<file path="config.mk">
export PLATFORM = sky130hd
export DESIGN_NAME = ni_target_resp_packetizer
export DESIGN_NICKNAME = d
export VERILOG_FILES = /design/src/rtl/ni_target_resp_packetizer.sv
export SDC_FILE = /design/constraint.sdc
export NUM_CORES = 1
export LEC_CHECK = 0
export ABC_AREA = 1
export BUFFER_PORTS_ARGS = -buffer_cell sky130_fd_sc_hd__buf_2
export CAP_MARGIN = 25
export CORE_ASPECT_RATIO = 2
export CORE_MARGIN = 5
export CORE_UTILIZATION = 35
export CTS_CLUSTER_SIZE = 20
export DETAILED_ROUTE_END_ITERATION = 8
export HOLD_SLACK_MARGIN = 0.03
export PLACE_DENSITY = 0.89
export SLEW_MARGIN = 20
export SYNTH_ARGS = -nofsm -noshare
export SYNTH_HDL_FRONTEND = slang
export SYNTH_SLANG_ARGS = --single-unit
</file>
<file path="constraint.sdc">
create_clock -name clock -period 1.53 [get_ports clock]
set_clock_uncertainty 0.2 [all_clocks]
set_input_delay 0.306 -clock clock [delete_from_list [all_inputs] [get_ports clock]]
set_output_delay 0.306 -clock clock [all_outputs]
set_load 0.03 [all_outputs]
</file>
<file path="src/rtl/ni_target_resp_packetizer.sv">
// Target-side network interface: turns a response header plus optional data beats
// into a source-routed flit stream, dropping responses whose initiator is unmapped.
`timescale 1ns/1ps

`ifndef SOURCEWD
`define SOURCEWD 4
`endif

module ni_target_resp_packetizer #(
    parameter int FLIT_WIDTH = 80,
    parameter int DATA_WIDTH = 64,
    parameter int PATH_WIDTH = 7
) (
    input  logic                  clock,
    input  logic                  reset,
    input  logic                  rsp_valid,
    output logic                  rsp_ready,
    input  logic [`SOURCEWD-1:0]  rsp_source,
    input  logic [1:0]            rsp_status,
    input  logic [3:0]            rsp_len,
    input  logic                  rsp_has_data,
    input  logic [DATA_WIDTH-1:0] rsp_data,
    input  logic                  rsp_data_valid,
    output logic                  rsp_data_ready,
    output logic [`SOURCEWD-1:0]  lut_address,
    input  logic [PATH_WIDTH-1:0] lut_path,
    output logic [FLIT_WIDTH-1:0] flit_out,
    output logic                  flit_valid,
    input  logic                  flit_stall,
    output logic                  route_err
);

    localparam int SW        = `SOURCEWD;
    localparam int STATUS_LO = PATH_WIDTH + SW;
    localparam int LEN_LO    = STATUS_LO + 2;
    localparam int HASD_BIT  = LEN_LO + 4;
    localparam int HEAD_BIT  = FLIT_WIDTH - 1;
    localparam int TAIL_BIT  = FLIT_WIDTH - 2;

    typedef enum logic [2:0] {
        IDLE   = 3'd0,
        ROUTE  = 3'd1,
        HEADER = 3'd2,
        BODY   = 3'd3,
        DRAIN  = 3'd4
    } state_t;

    state_t                  state_q, state_d;
    logic [SW-1:0]           source_q, source_d;
    logic [1:0]              status_q, status_d;
    logic [3:0]              len_q, len_d;
    logic                    has_data_q, has_data_d;
    logic [PATH_WIDTH-1:0]   path_q, path_d;
    logic [3:0]              beat_q, beat_d;

    logic                    rsp_ready_s;
    logic                    rsp_data_ready_s;
    logic                    flit_valid_s;
    logic                    route_err_s;
    logic [FLIT_WIDTH-1:0]   flit_s;
    logic                    last_beat_s;

    assign last_beat_s = (beat_q == len_q);

    // Packet sequencing: next state, captured header fields, beat count, raw outputs.
    always_comb begin
        state_d          = state_q;
        source_d         = source_q;
        status_d         = status_q;
        len_d            = len_q;
        has_data_d       = has_data_q;
        path_d           = path_q;
        beat_d           = beat_q;
        rsp_ready_s      = 1'b0;
        rsp_data_ready_s = 1'b0;
        flit_valid_s     = 1'b0;
        route_err_s      = 1'b0;
        flit_s           = '0;

        case (state_q)
            IDLE: begin
                rsp_ready_s = 1'b1;
                if (rsp_valid) begin
                    source_d   = rsp_source;
                    status_d   = rsp_status;
                    len_d      = rsp_len;
                    has_data_d = rsp_has_data;
                    state_d    = ROUTE;
                end else begin
                    state_d = IDLE;
                end
            end
            ROUTE: begin
                path_d = lut_path;
                if (lut_path != '0) begin
                    state_d = HEADER;
                end else begin
                    // Unmapped initiator: the data beats still have to be consumed.
                    route_err_s = 1'b1;
                    beat_d      = 4'd0;
                    state_d     = has_data_q ? DRAIN : IDLE;
                end
            end
            HEADER: begin
                flit_valid_s                  = 1'b1;
                flit_s[PATH_WIDTH-1:0]        = path_q;
                flit_s[PATH_WIDTH +: SW]      = source_q;
                flit_s[STATUS_LO +: 2]        = status_q;
                flit_s[LEN_LO +: 4]           = len_q;
                flit_s[HASD_BIT]              = has_data_q;
                flit_s[HEAD_BIT]              = 1'b1;
                flit_s[TAIL_BIT]              = ~has_data_q;
                if (!flit_stall) begin
                    beat_d  = 4'd0;
                    state_d = has_data_q ? BODY : IDLE;
                end else begin
                    state_d = HEADER;
                end
            end
            BODY: begin
                flit_valid_s     = rsp_data_valid;
                rsp_data_ready_s = ~flit_stall;
                if (rsp_data_valid) begin
                    flit_s[DATA_WIDTH-1:0] = rsp_data;
                    flit_s[TAIL_BIT]       = last_beat_s;
                end else begin
                    flit_s = '0;
                end
                if (rsp_data_valid && !flit_stall) begin
                    if (last_beat_s) begin
                        state_d = IDLE;
                    end else begin
                        beat_d = beat_q + 4'd1;
                    end
                end else begin
                    state_d = BODY;
                end
            end
            DRAIN: begin
                rsp_data_ready_s = 1'b1;
                if (rsp_data_valid) begin
                    if (last_beat_s) begin
                        state_d = IDLE;
                    end else begin
                        beat_d = beat_q + 4'd1;
                    end
                end else begin
                    state_d = DRAIN;
                end
            end
            default: begin
                state_d = IDLE;
            end
        endcase
    end

    // Outputs are held quiet for the whole time reset is high, not just after the edge.
    always_comb begin
        if (reset) begin
            rsp_ready      = 1'b0;
            rsp_data_ready = 1'b0;
            flit_valid     = 1'b0;
            route_err      = 1'b0;
            flit_out       = '0;
            lut_address    = '0;
        end else begin
            rsp_ready      = rsp_ready_s;
            rsp_data_ready = rsp_data_ready_s;
            flit_valid     = flit_valid_s;
            route_err      = route_err_s;
            flit_out       = flit_s;
            lut_address    = source_q;
        end
    end

    // State and captured header registers.
    always_ff @(posedge clock) begin
        if (reset) begin
            state_q    <= IDLE;
            source_q   <= '0;
            status_q   <= 2'b00;
            len_q      <= 4'd0;
            has_data_q <= 1'b0;
            path_q     <= '0;
            beat_q     <= 4'd0;
        end else begin
            state_q    <= state_d;
            source_q   <= source_d;
            status_q   <= status_d;
            len_q      <= len_d;
            has_data_q <= has_data_d;
            path_q     <= path_d;
            beat_q     <= beat_d;
        end
    end

endmodule

</file>
==> summary.txt, run 1 <==
pin count of the biggest net entering global routing: 28
clk buf depth: 2
I/O pins: 175
Die Ht: 117 um
Initial Util: 35.3%
Root Buffer: clkbuf_16
placer's final routability congestion estimate: 0.893
GR Util All Layers: 54.4%
cts hold-fix bufs: 0
placed cell areas: 3700 um2
first error: [ERROR GRT-0232] Routing congestion too high. Check the congestion heatmap in the GUI.
Seq cells post-synth: 25
Remaining Overflow, GRT: 3
IO buf count: 160
pre-CTS worst setup slack: -351 ps
pin ending the worst setup path after global-route repair: flit_out[43]
number of CTS-inserted buffers: 3
syn avg cell area: 5.91 um2
WEP type: output port
Stop stage: global routing
Inst Count DP: 596
Synth Warn #: 0
register area share after synthesis: 25.0%
post-synthesis cell count: 338
H-tree depth: 1
status: aborted with a tool error
area of the mapped netlist: 2000 um2
distinct cell type count after synthesis: 28
Die W: 63.4 um
FP Rows: 39
clk sink count: 25
Final HPWL DP: 6.98 mm
## cells by family after synthesis
kind of cell               share of synthesized area (%)
adders and majority gates                          0.626
DFF                                                 25.0
AOI/OAI and AO/OA                                   19.0
other                                              0.188
xor gates and xnor gates                           0.438
buffers and inverters                               22.4
and+or+nand+nor                                     32.3
## stage by stage
step,TNS (ps),hold WS [ps]
2_1_floorplan,-11610,246
3_3_place_gp,-17520,261
3_5_place_dp,-20320,268
4_1_cts,-30050,103
## synthesized netlist by cell type
library cell,instances,area (um2)
clkbuf_1,4,15.0
a211oi_1,2,15.0
nand4_1,1,6.26
ha_1,1,12.5
o21ai_0,12,60.1
buf_1,1,3.75
buf_4,16,120
nand2_1,40,150
nand3_4,2,35.0
nor2_1,86,323
a21oi_2,2,17.5
nand3_1,5,25.0
buf_2,6,30.0
nor2_2,2,12.5
o21ai_1,3,15.0
a22oi_1,17,128
nor2_4,3,33.8
inv_2,5,18.8
nor4_1,1,6.26
a21oi_1,29,145
nand3_2,3,30.0
conb_1,1,3.75
dfxtp_1,25,500
nand2_2,2,12.5
inv_1,66,248
xnor2_1,1,8.76
nand2_4,1,11.3
buf_6,1,11.3
## per-layer routing
layer | overflow | global-route usage [%]
met1 | 0 | 47.7
met2 | 1 | 83.3
met3 | 0 | 26.2
met4 | 2 | 62.7
met5 | 0 | 0
## what timing repair did
| action | CTS |
|---|---|
| gates resized for setup | 176 |
| pin swaps | 26 |
| endpoints found under the setup margin | 91 |
| gates cloned | 3 |
| setup buffers | 11 |
==> run 2: changes to the inputs <==
Settings changed: CORE_ASPECT_RATIO 2 to unset, CORE_UTILIZATION 35 to 38, CTS_CLUSTER_SIZE 20 to unset, HOLD_SLACK_MARGIN 0.03 to unset, PLACE_DENSITY 0.89 to unset, PLACE_DENSITY_LB_ADDON set to 0.15.
Clock period 1.53 ns to 2 ns, I/O delays scaled along.
==> summary.txt, run 2 <==
final worst setup slack: -86.8 ps
DRT Wirelength: 7.62 mm
R2R Path Start: state_q[2]
crit-path max cell delay: 400 ps
I/O pins: 175
Root Buffer: clkbuf_8
vias in the first global route: 2512
IO buf count: 160
worst hold path class: in -> reg
top-count cell post-synth: nor2_1
Initial DRC Count: 112
FP Rows: 26
WP data arrival: 1490 ps
Final HPWL DP: 5.66 mm
Crit Path Max Fanout: 5
failing checks: negative setup slack
Final ANT Viol Nets: 0
register area share after synthesis: 25.0%
Largest register FFs: 7
number of CTS-inserted buffers: 3
final layout net count: 599
clk sink count: 25
Die W: 82.5 um
Synth Flop Type: dfxtp_1
Max Cap Violations: 0
max frequency: 0.479 GHz
final slew viol count: 0
Worst-path clk slew: 100 ps
Antenna Diode Count: 0
first-pass GRT wire length: 10.8 mm
R2R depth: 11
async set or reset register ratio after synthesis: 0%
status: finished with violations
Synth area leaders: dfxtp_1 25%, nor2_1 16%, inv_1 12%
Hold Vio Cnt, Final: 0
post-synth top area share: 25.0%
most flop-heavy register: path_q
slowest CP cell: dfxtp_4
Post-synth EDFFs: 0
length of the first detailed-routing pass in iterations: 5
Remaining Overflow, GRT: 0
core area: 5110 um2
routed vias: 2654
Worst Hold Depth: 3
most common cell after layout, fill and taps aside: buf_2
area of the mapped netlist: 2000 um2
VDD IR max: 268 uV
Reg2Reg Setup Slack: 250 ps
syn avg cell area: 5.91 um2
Synth Warn #: 0
critical-path cell list: nand3_4 > nor2_4 > buf_6 > clkbuf_16 > a22oi_2 > nor2_1 > buf_4
most frequent cells in the layout: 91 x buf_2, 67 x buf_4, 66 x inv_1, 66 x nor2_1, 40 x nand2_1
worst path required time: 1400 ps
Layout Utilization: 66.8%
Leakage: 1.87 nW
RSZ-0062 raised after global routing: yes
TritonCTS clock tree: done
Initial Util: 39.1%
Seq cells post-synth: 25
DR vias/cell: 4.58
Synth top cells by count: 86 x nor2_1, 66 x inv_1, 40 x nand2_1
placer's final routability congestion estimate: 0.842
Inst Count DP: 566
distinct cell type count after synthesis: 28
HP Start: rsp_status[1]
clk buf depth: 2
Setup violations, final: 62
power density over the cells: 405 nW/um2
cts hold-fix bufs: 0
critical path class: reg -> out
total design power: 0.00138 W
Worst setup SP type: register
endpoint of the worst hold path: status_q[1]
drc violations: 0
Area Overhead vs Synth: 70.8%
GR Util All Layers: 20.3%
post-synth top area cell: dfxtp_1
Worst-Skew Late Latency: 280 ps
Die Ht: 82.5 um
Final Critical Period: 2090 ps
reg2reg end: beat_q[3]
H-tree depth: 1
wire per inst: 13.1 um
Final Non-Filler Cells: 580
initial antenna violation count: 0
pin count of the biggest net entering global routing: 47
share of cells above drive strength 1: 48.2%
die area: 6810 um2
post-synthesis cell count: 338
Final Cycle Share: 104%
CP endpoint kind: primary output
[run 2: cell counts after synthesis]
Identical to the previous run, type by type.
[run 2: report_power, final]
group	switching, W	internal (W)	total [W]
sequential	0.0000344	0.000541	0.000575
clock	0.000175	0.000140	0.000315
combinational	0.000297	0.000195	0.000492
total	0.000506	0.000875	0.00138
[run 2: critical path: cells and delay by family (launching register included)]
kind	cells	cell delay (ps)
buf+inv	3	440
flops	1	400
simple gates	3	330
compound gates	1	40
[run 2: repair_timing]
action / 4_1_cts / 5_1_grt
cloned: 1 / 2
pin swaps: 2 / 5
gates resized for setup: 97 / 29
buffers inserted: 6 / 2
setup endpoints to repair: 68 / 68
[run 2: worst max-delay path by stage]
stage | endpoint | cells after the start | startpoint
floorplan | flit_out[24] | 5 | state_q[1]
global placement | flit_out[78] | 5 | state_q[1]
detailed placement | flit_out[78] | 5 | state_q[1]
CTS | flit_out[2] | 8 | state_q[2]
global route | flit_out[48] | 7 | state_q[2]
finish | flit_out[7] | 7 | state_q[1]
[run 2: cell families after synthesis]
group           Yosys count  share of synthesized area, %
flops                    25                          25.0
compound gates           65                          19.0
fa+ha+maj                 1                         0.626
other cells               1                         0.188
xor+xnor                  1                         0.438
buf+inv                  99                          22.4
simple gates            146                          32.3
[run 2: area by class of cell]
type	count	area, um2
Inverter	71	274
Timing Repair inverter	1	8.76
Sequential cell	25	514
Fill cell	471	1690
Clock buffer	3	41.3
Multi-Input combinational cell	227	1210
Tap cell	70	87.6
Timing Repair Buffer	182	1270
Clock inverter	1	5.00
[run 2: per-layer routing]
layer | wire length (um) | track usage [%] | vias up
met5 | 0 | 0 | -
met4 | 85 | 6.54 | 0
met3 | 762 | 3.69 | 10
met2 | 4000 | 39.2 | 121
met1 | 2770 | 22.1 | 1175
li1 | - | - | 1348
[run 2: stage by stage]
step	hold slack, ps	TNS (ps)	cell area [um2]	setup slack (ps)
finish	164	-2390	3410	-86.8
global route	184	-7960	3410	-162
CTS	158	-2000	3310	-56.3
detailed placement	265	0	2930	2.28
global placement	256	0	2930	6.63
floorplan	244	-2100	2090	-52.5
Power figures use the tool's default switching activity.
==> run 3: changes to the inputs <==
Settings changed: CORE_UTILIZATION 38 to 35.
Clock period 2 ns to 1.78 ns, I/O delays scaled along.
==> summary.txt, run 3 (synthesized netlist as in run 2, its figures left out) <==
Final Cycle Share: 118%
Inst Count DP: 584
P_sw: 0.000583 W
Largest register FFs: 7
initial antenna violation count: 0
IO buf count: 160
Die W: 85.6 um
WP data arrival: 1550 ps
worst path required time: 1220 ps
DRT Wirelength: 8.13 mm
placer's final routability congestion estimate: 0.933
worst hold path class: in -> reg
Crit Path Max Fanout: 23
failing checks: negative setup slack
Max Cap Violations: 0
pre-CTS worst setup slack: -98.6 ps
GR Util All Layers: 20.1%
pin count of the biggest net entering global routing: 47
Remaining Overflow, GRT: 0
Worst setup SP type: register
DR vias/cell: 4.65
critical path class: reg -> out
drc violations: 0
Initial Util: 36.1%
Reg power frac: 40.1%
Seq. cell area: 510 um2
fill cell count: 494
VDD IR max: 349 uV
core area: 5540 um2
final setup TNS: -18680 ps
clk buf depth: 2
R2R depth: 10
clk sink count: 25
Hold Vio Cnt, Final: 0
Comb power frac: 38.1%
Worst-path clk slew: 90 ps
die area: 7320 um2
most frequent cells in the layout: 89 x buf_2, 67 x buf_4, 65 x inv_1, 53 x nor2_1, 40 x buf_6
total design power: 0.00161 W
Final HPWL DP: 5.96 mm
final worst setup slack: -324 ps
most common cell after layout, fill and taps aside: buf_2
status: finished with violations
Worst-Skew Late Latency: 280 ps
Root Buffer: clkbuf_8
Layout Cell Area excl Fill: 3680 um2
power density over the cells: 437 nW/um2
wire per inst: 13.6 um
placed cell areas: 3080 um2
number of CTS-inserted buffers: 3
vias in the first global route: 2603
Leakage: 1.97 nW
Final Non-Filler Cells: 599
H-tree depth: 1
first-pass GRT wire length: 12.1 mm
routed vias: 2783
I/O pins: 175
Antenna Diode Count: 0
most flop-heavy register: path_q
length of the first detailed-routing pass in iterations: 4
Area Overhead vs Synth: 84.2%
RSZ-0062 raised after global routing: yes
Final Critical Period: 2100 ps
Die Ht: 85.6 um
TritonCTS clock tree: done
Multi-input gate area: 1290 um2
Clock Power Share: 21.9%
final slew viol count: 0
FP Rows: 27
switching share of power: 36.3%
CP endpoint kind: primary output
final layout net count: 616
P_int: 0.00102 W
Worst Hold Depth: 3
Final ANT Viol Nets: 0
Setup violations, final: 69
max frequency: 0.475 GHz
Initial DRC Count: 117
share of cells above drive strength 1: 52.4%
-- run 3: cell type report --
cell class	instances	share of cell area, %
Clock buffer	4	1.22
Inverter	71	7.44
Multi-Input combinational cell	227	35.0
Timing Repair Buffer	200	40.0
Sequential cell	25	13.9
Tap cell	72	2.45
-- run 3: path summary, 6_finish.rpt --
check	end	from	slack (ps)
worst min register to register	path_q[2]	path_q[2]	270
worst max register to register	beat_q[0]	state_q[0]	80
worst max-delay path	flit_out[23]	state_q[2]	-320
worst min-delay path	path_q[6]	lut_path[6]	120
-- run 3: power by group through the flow --
stage | logic (W) | clock network (W) | registers, W
floorplan | 0.000346 | 0 | 0.000643
global placement | 0.000529 | 0 | 0.000651
detailed placement | 0.000535 | 0 | 0.000652
CTS | 0.000576 | 0.000356 | 0.000640
global route | 0.000673 | 0.000391 | 0.000651
finish | 0.000612 | 0.000351 | 0.000644
-- run 3: timing repair --
action                     CTS  global route
hold buffers                 0             0
pin swaps                    6            12
resized for setup          113            38
setup buffers                6             4
gates cloned                 0             1
setup endpoints to repair   70            75
-- run 3: worst max-delay path: stages, from the launching register on --
cell	delay, ps
dfxtp_2	350
inv_4	60
nand2_1	110
nor2_4	150
nand3_4	110
clkbuf_16	210
nor2_2	130
buf_6	150
-- run 3: metrics by stage --
stage	hold slack, ps	utilization, %
after floorplan	244	-
after global placement	257	55.6
after detailed placement	258	55.6
after CTS	119	63.2
after global routing	128	66.4
final	123	66.4
-- run 3: layer usage --
layer	vias up	wire, um	global-route usage, %
met4	0	219	6.33
li1	1385	-	-
met5	-	0	0
met3	18	718	4.51
met2	141	4080	35.9
met1	1239	3110	23.6
==> run 4: changes to the inputs <==
Settings changed: CORE_UTILIZATION 35 to 40.
Clock period 1.78 ns to 2.7 ns, I/O delays scaled along.
==> summary.txt, run 4 (synthesized netlist as in run 2, its figures left out) <==
most frequent cells in the layout: 160 x buf_2, 86 x nor2_1, 66 x inv_1, 40 x nand2_1, 29 x a21oi_1
most common cell after layout, fill and taps aside: buf_2
wire length on met2: 3.37 mm
RSZ-0062 raised after global routing: no
H-tree depth: 1
I/O pins: 175
final slew viol count: 0
critical path class: reg -> out
WP data arrival: 1850 ps
FP Rows: 25
total setup buffers inserted after CTS: 0
share of cells above drive strength 1: 38.3%
relative slew slack: 52.4%
Die Ht: 80.7 um
drc violations: 0
Crit Path Max Fanout: 19
VDD IR max: 243 uV
routed vias: 2497
Leakage: 1.75 nW
Largest register FFs: 7
pin count of the biggest net entering global routing: 47
HP Start: status_q[0]
clk buf depth: 2
final layout net count: 580
placer's final routability congestion estimate: 0.848
Top Layer Used: met4
Remaining Overflow, GRT: 0
R2R depth: 4
worst hold path class: reg -> reg
Met1 Wirelength: 2.67 mm
first-pass GRT wire length: 10.3 mm
met3 wire len: 658 um
R2R Path Start: state_q[1]
initial antenna violation count: 0
GR Util All Layers: 19.6%
Reg2Reg Setup Slack: 820 ps
Final HPWL DP: 5.61 mm
status: complete, no violations
Initial Util: 41.8%
TritonCTS clock tree: done
DRT Wirelength: 6.78 mm
power density over the cells: 337 nW/um2
DR vias/cell: 4.47
Antenna Diode Count: 0
Final Cycle Share: 95.9%
pre-CTS worst setup slack: 337 ps
reg2reg end: len_q[2]
core area: 4790 um2
Least-Margin Pin Slew: 712 ps
Setup violations, final: 0
Die W: 80.7 um
vias in the first global route: 2333
wire per inst: 12.2 um
Max Cap Violations: 0
final worst setup slack: 110 ps
max frequency: 0.386 GHz
worst path required time: 1960 ps
die area: 6510 um2
Initial DRC Count: 63
clk sink count: 25
Hold Vio Cnt, Final: 0
Worst Hold Depth: 2
CP endpoint kind: primary output
most flop-heavy register: path_q
length of the first detailed-routing pass in iterations: 4
number of CTS-inserted buffers: 3
Worst setup SP type: register
fill cell count: 503
Final ANT Viol Nets: 0
Area Overhead vs Synth: 41.5%
Root Buffer: clkbuf_8
final setup TNS: 0 ps
Final Critical Period: 2590 ps
IO buf count: 160
Worst-Skew Late Latency: 270 ps
endpoint of the worst hold path: status_q[0]
Worst-path clk slew: 90 ps
run 4: final cells by class:
class                   instances  area [um2]  area share, %
well taps                      67        83.8           2.96
clock buffers                   4        45.0           1.59
flip-flops and latches         25         502           17.7
inverters                      71         267           9.42
multi-input cells             227        1100           38.9
repair buffers                164         831           29.4
run 4: worst max-delay path by stage:
| stage | startpoint | end | cells past startpoint |
|---|---|---|---|
| 2_1_floorplan | reset | rsp_ready | 2 |
| 3_3_place_gp | rsp_data_valid | flit_out[1] | 7 |
| 3_5_place_dp | rsp_data_valid | flit_out[17] | 7 |
| 4_1_cts | state_q[1] | flit_out[78] | 5 |
| 5_1_grt | state_q[1] | flit_out[78] | 5 |
| 6_report | state_q[1] | flit_out[78] | 5 |
run 4: repair_timing:
item,CTS,global route
endpoints found under the setup margin,0,8
hold buffers,0,0
resized for setup,0,1
run 4: worst max-delay path, cell delays in order, from the launching register on:
cell and delay [ps]:
dfxtp_1 500, nand3_2 180, inv_2 300, nand2_1 100
a21oi_1 240, buf_2 250
run 4: routing by layer:
metal	global-route usage, %	vias up
met3	4.82	9
met1	20.8	1071
met5	0	-
met4	5.41	0
li1	-	1312
met2	37.9	105
run 4: power by group:
part           total, W  internal [W]  switching, W  leakage [nW]
Combinational  0.000302      0.000108      0.000194          1.52
Clock          0.000227      0.000106      0.000121        0.0228
Sequential     0.000424      0.000399     0.0000243         0.206
Total          0.000953      0.000613      0.000340          1.75
run 4: metrics by stage:
step | hold slack [ps] | cell area [um2] | total power [W] | util [%] | std cells
3_5_place_dp | 261 | 2780 | 0.000734 | 58.1 | 554
2_1_floorplan | 244 | 2050 | 0.000644 | - | 351
6_report | 273 | 2830 | 0.000953 | 59.1 | 558
5_1_grt | 294 | 2830 | 0.00102 | 59.1 | 558
4_1_cts | 275 | 2830 | 0.000961 | 59.1 | 558
3_3_place_gp | 256 | 2780 | 0.000728 | 58.1 | 554
